**config.mk**
```make
export PLATFORM = sky130hd
export DESIGN_NAME = encode8_3_scan
export DESIGN_NICKNAME = d
export VERILOG_FILES = /design/src/rtl/encode8_3_scan_pkg.sv /design/src/rtl/encode8_3_scan_prio_enc8_3.sv /design/src/rtl/encode8_3_scan.sv
export SDC_FILE = /design/constraint.sdc
export NUM_CORES = 1
export LEC_CHECK = 0
export ABC_AREA = 1
export ABC_CLOCK_PERIOD_IN_PS = 2100
export CELL_PAD_IN_SITES_DETAIL_PLACEMENT = 0
export CELL_PAD_IN_SITES_GLOBAL_PLACEMENT = 1
export CORE_ASPECT_RATIO = 0.7
export CORE_MARGIN = 3
export CORE_UTILIZATION = 33
export CTS_CLUSTER_DIAMETER = 30
export DETAILED_ROUTE_END_ITERATION = 10
export MAX_ROUTING_LAYER = met4
export PLACE_DENSITY = 0.86
export SYNTH_ARGS = -nofsm -noshare
export SYNTH_HDL_FRONTEND = slang
export SYNTH_SLANG_ARGS = --single-unit
export TNS_END_PERCENT = 10
```
**constraint.sdc**
```tcl
create_clock -name clk -period 2.1 [get_ports clk]
set_input_delay 0.63 -clock clk [delete_from_list [all_inputs] [get_ports clk]]
set_output_delay 0.63 -clock clk [all_outputs]
set_load 0.01 [all_outputs]
```
**src/rtl/encode8_3_scan_pkg.sv**
```systemverilog
// rtl/encode8_3_scan_pkg.sv - shared types and constants for the 8-to-3 scanning encoder
package encode8_3_scan_pkg;

    localparam int VEC_W  = 8;
    localparam int CODE_W = 3;

    typedef enum logic {
        IDLE = 1'b0,
        EMIT = 1'b1
    } state_t;

endpackage

```
**src/rtl/encode8_3_scan_prio_enc8_3.sv**
```systemverilog
// rtl/encode8_3_scan_prio_enc8_3.sv - combinational priority encoder, scan order set by ENC_MSB_FIRST_EN
module prio_enc8_3
    import encode8_3_scan_pkg::*;
(
    input  logic [VEC_W-1:0]  vec,
    output logic [CODE_W-1:0] code,
    output logic              single
);

    // Pick the first set bit in scan order; an all-zero vector encodes to 0.
    always_comb begin
        code = '0;
`ifdef ENC_MSB_FIRST_EN
        for (int i = 0; i < VEC_W; i++) begin
            if (vec[i]) code = CODE_W'(i);
        end
`else
        for (int i = VEC_W - 1; i >= 0; i--) begin
            if (vec[i]) code = CODE_W'(i);
        end
`endif
    end

    // Exactly one bit set: nonzero and clearing the lowest set bit leaves nothing.
    assign single = (vec != '0) && ((vec & (vec - VEC_W'(1))) == '0);

endmodule

```
**src/rtl/encode8_3_scan.sv**
```systemverilog
// rtl/encode8_3_scan.sv - scans a captured 8-bit request vector and emits one code per set bit (ENC_MSB_FIRST_EN selects order)
module encode8_3_scan
    import encode8_3_scan_pkg::*;
#(
    parameter bit SKIP_ZERO = 1'b0
) (
    input  logic              clk,
    input  logic              rst_n,
    input  logic              in_valid,
    output logic              in_ready,
    input  logic [VEC_W-1:0]  in_vec,
    output logic              out_valid,
    input  logic              out_ready,
    output logic [CODE_W-1:0] out_code,
    output logic              out_last,
    output logic              out_none
);

    state_t             state;
    logic [VEC_W-1:0]   pending;
    logic               none_q;
    logic               in_ready_q;
    logic               out_valid_q;
    logic [CODE_W-1:0]  enc_code;
    logic               enc_single;
    logic [VEC_W-1:0]   clear_mask;

    prio_enc8_3 u_prio_enc (
        .vec    (pending),
        .code   (enc_code),
        .single (enc_single)
    );

    // Outputs come straight from registered state, so they hold while stalled.
    assign in_ready   = in_ready_q;
    assign out_valid  = out_valid_q;
    assign out_code   = enc_code;
    assign out_none   = none_q;
    assign out_last   = out_valid_q & (none_q | enc_single);
    assign clear_mask = VEC_W'(1) << enc_code;

    // Capture in IDLE, then retire one pending bit per accepted beat in EMIT.
    always_ff @(posedge clk or negedge rst_n) begin
        if (!rst_n) begin
            state       <= IDLE;
            pending     <= '0;
            none_q      <= 1'b0;
            in_ready_q  <= 1'b0;
            out_valid_q <= 1'b0;
        end else begin
            case (state)
                IDLE: begin
                    in_ready_q <= 1'b1;
                    if (in_valid && in_ready_q) begin
                        pending <= in_vec;
                        if (in_vec != '0) begin
                            state       <= EMIT;
                            none_q      <= 1'b0;
                            out_valid_q <= 1'b1;
                            in_ready_q  <= 1'b0;
                        end else if (!SKIP_ZERO) begin
                            state       <= EMIT;
                            none_q      <= 1'b1;
                            out_valid_q <= 1'b1;
                            in_ready_q  <= 1'b0;
                        end
                    end
                end
                EMIT: begin
                    if (out_ready) begin
                        pending <= pending & ~clear_mask;
                        if (out_last) begin
                            state       <= IDLE;
                            none_q      <= 1'b0;
                            out_valid_q <= 1'b0;
                            in_ready_q  <= 1'b1;
                        end
                    end
                end
                default: begin
                    state       <= IDLE;
                    pending     <= '0;
                    none_q      <= 1'b0;
                    out_valid_q <= 1'b0;
                    in_ready_q  <= 1'b0;
                end
            endcase
        end
    end

endmodule

```
==> impl_metrics.yaml <==
setup_path:
  r2r_cells: 11
  endpoint_kind: "output pin"
  cp_common_cell: "nand2_1"
  critPathSlowestCell: "dfrtp_2"
  r2r-end: "out_none$_DFFE_PN0P_"
  crit_chain: "nor2_4 > nand2_2 > nand2_1 > nand2_1 > nor2_1 > nand3_1 > nand2_2 > nand2_1 > inv_1 > buf_2"
  critPathRequiredTime_ns: 1.47
  cp.arrival_ns: 1.59
  crit_type: "flop to output pin"
  critPathLaunchType: "flop"
  max_stage_delay_ns: 0.44
  reg2reg_from: "pending[0]$_DFFE_PN0P_"
  crit_path_max_fanout: 4
  r2r_slack_ns: 0.58
  critPathCapture: "out_last"
  startpoint: "pending[0]$_DFFE_PN0P_"
synth:
  syn_inst: 111
  synth_seq_area_share_pct: 39.7
  synth_area_sq_um: 756
  synth_area_per_cell_sq_um: 6.81
  synth-seq-cells: 12
  synth_nets: 123
  yosys_warnings: 0
  ys_types: 18
status:
  status: "finished with violations"
  violations: "setup timing"
clock_tree:
  clock-sinks: 12
  clock_path_buffers: 2
  insertion_delay_ns: 0.28
  cts_tree: "built"
  clockRootBuffer: "clkbuf_4"
  cts-htree-levels: 1
  cts_buffers: 3
  clkTransAtPathRegs_ns: 0.08
  ctsHoldBuffers: 0
die:
  fp-row-count: 13
  die_w_um: 63.2
  dieHeight_um: 46.0
  fp.dieArea_sq_mm: 0.00291
  initial_core_util_pct: 37.8
  coreArea_sq_mm: 0.00200
  io_pins: 19
detailed_routing:
  wirelength_mm: 2.15
  drt_first_pass_iters: 4
  drc: 0
  viasPerCell: 4.57
  drt_iter0_drc: 51
  wl_per_cell_um: 11.5
  num_vias: 855
  ant_nets: 0
grt:
  grt_overflow: 0
  grt_usage_pct: 18.0
  grt_max_degree: 14
  grt_pass1_vias: 868
  grt_first_pass_wirelength_mm: 3.82
  antenna_found_initial: 0
pwr:
  power.leakage_nw: 0.607
  powerDensity_mw_per_mm2: 1410
  power_mw: 1.70
  vdd_drop_max_mv: 0.795
timing:
  tightest_slew_ns: 0.563
  hold_viol_final: 0
  period_share_pct: 106
  rsz0062_at_grt: "yes"
  fmax_mhz: 451
  slew_headroom_pct: 62.3
  timing.final.ws_setup_ns: -0.117
  setup_viol_count_final: 1
  finalSetupTns_ns: -0.117
  min_period_ns: 2.22
  slew_violations: 0
  skew_ns: 0.00593
placed_design:
  portBuffers: 18
  place_congestion: 0.816
  place_ws_ns: -0.252
  dp_hpwl_mm: 1.72
finish:
  nets: 170
  fillerInstances: 206
  syn_to_final_growth_pct: 58.9
  drive_gt1_share_pct: 31.2
  mostFrequentLayoutCells: "nand2_1, buf_4, clkdlybuf4s50_1"
  layout_commonest_cell: "nand2_1"
  n_antenna_cell: 0
min_path:
  hold_class: "flop to flop"
run:
  drv_cap: 0
## through the flow
step                      hold WS, ns  area [sq um]  util (%)  std cells
after CTS                       0.548          1200      59.9        187
after global routing            0.576          1200      60.0        187
after global placement          0.528          1150      57.4        180
after detailed placement        0.528          1150      57.4        180
final                           0.543          1200      60.0        187
after floorplan                 0.334           756         -        111
## per-layer routing
metal  global-route usage (%)  share of wire, %
met1                     22.5                51
met4                     5.15              0.56
met3                     6.42               5.7
met2                     27.9                42
met5                        -                 0
## cells in the mapped netlist
cell type / instances / area, sq um
a21oi_1: 6 / 30.0
nand2_2: 4 / 25.0
nand3_1: 10 / 50.1
a21boi_1: 1 / 7.51
a31oi_1: 2 / 12.5
inv_2: 2 / 7.51
buf_2: 2 / 10.0
nor2_4: 1 / 11.3
inv_1: 12 / 45.0
nor2_1: 14 / 52.6
o21ai_1: 3 / 15.0
nor4_1: 2 / 12.5
o211ai_1: 1 / 7.51
o21ai_0: 6 / 30.0
nand3_2: 2 / 20.0
nor2_2: 1 / 6.26
nand2_1: 30 / 113
dfrtp_1: 12 / 300
## cell families after synthesis
logic type	after synthesis	synth area share [%]
AO/OA/AOI/OAI	19	13.6
buffers and inverters	16	8.28
flip-flops	12	39.7
AND/OR/NAND/NOR	64	38.4
## final cells by class
cell class	count	area, sq um	share of cell area, %
multi-input combinational	83	403	33.5
timing repair buffer	44	368	30.6
sequential	12	304	25.3
inverter	14	52.6	4.38
tap	30	37.5	3.13
clock buffer	4	36.3	3.02
## how the worst min path moves through the flow
stage,from,endpoint,slack (ns),depth (start not counted)
after floorplan,rst_n,in_ready$_DFFE_PN0P_,0.33,0
after global placement,out_none$_DFFE_PN0P_,out_none$_DFFE_PN0P_,0.53,2
after detailed placement,in_ready$_DFFE_PN0P_,in_ready$_DFFE_PN0P_,0.53,2
after CTS,in_ready$_DFFE_PN0P_,in_ready$_DFFE_PN0P_,0.55,2
after global routing,in_ready$_DFFE_PN0P_,in_ready$_DFFE_PN0P_,0.58,2
final,in_ready$_DFFE_PN0P_,in_ready$_DFFE_PN0P_,0.54,2
## where the power goes
group	switching (mW)	internal, mW	leakage (nW)
registers	0.114	0.332	0.138
clock network	0.0868	0.106	0.0210
logic	0.504	0.555	0.448
total	0.705	0.993	0.607
## registers in the layout, indices dropped and copies added, names as in the netlist
signal and count:
out_valid 1, in_ready 1, pending 8, out_none 1
state 1
## worst max-delay path: cells and delay by family (launching register included)
family	cells	cell delay, ns
buffers and inverters	2	0.15
flip-flops	1	0.44
AND/OR/NAND/NOR	8	0.71
## repair_timing
action / 4_1_cts / 5_1_grt
hold endpoints to repair: 0 / 0
setup endpoints to repair: 4 / 3
cloned: 0 / 0
gates resized for setup: 12 / 8
pin swaps: 3 / 0
buffers inserted: 3 / 0
Note: power is estimated with default switching activity, not from simulation.
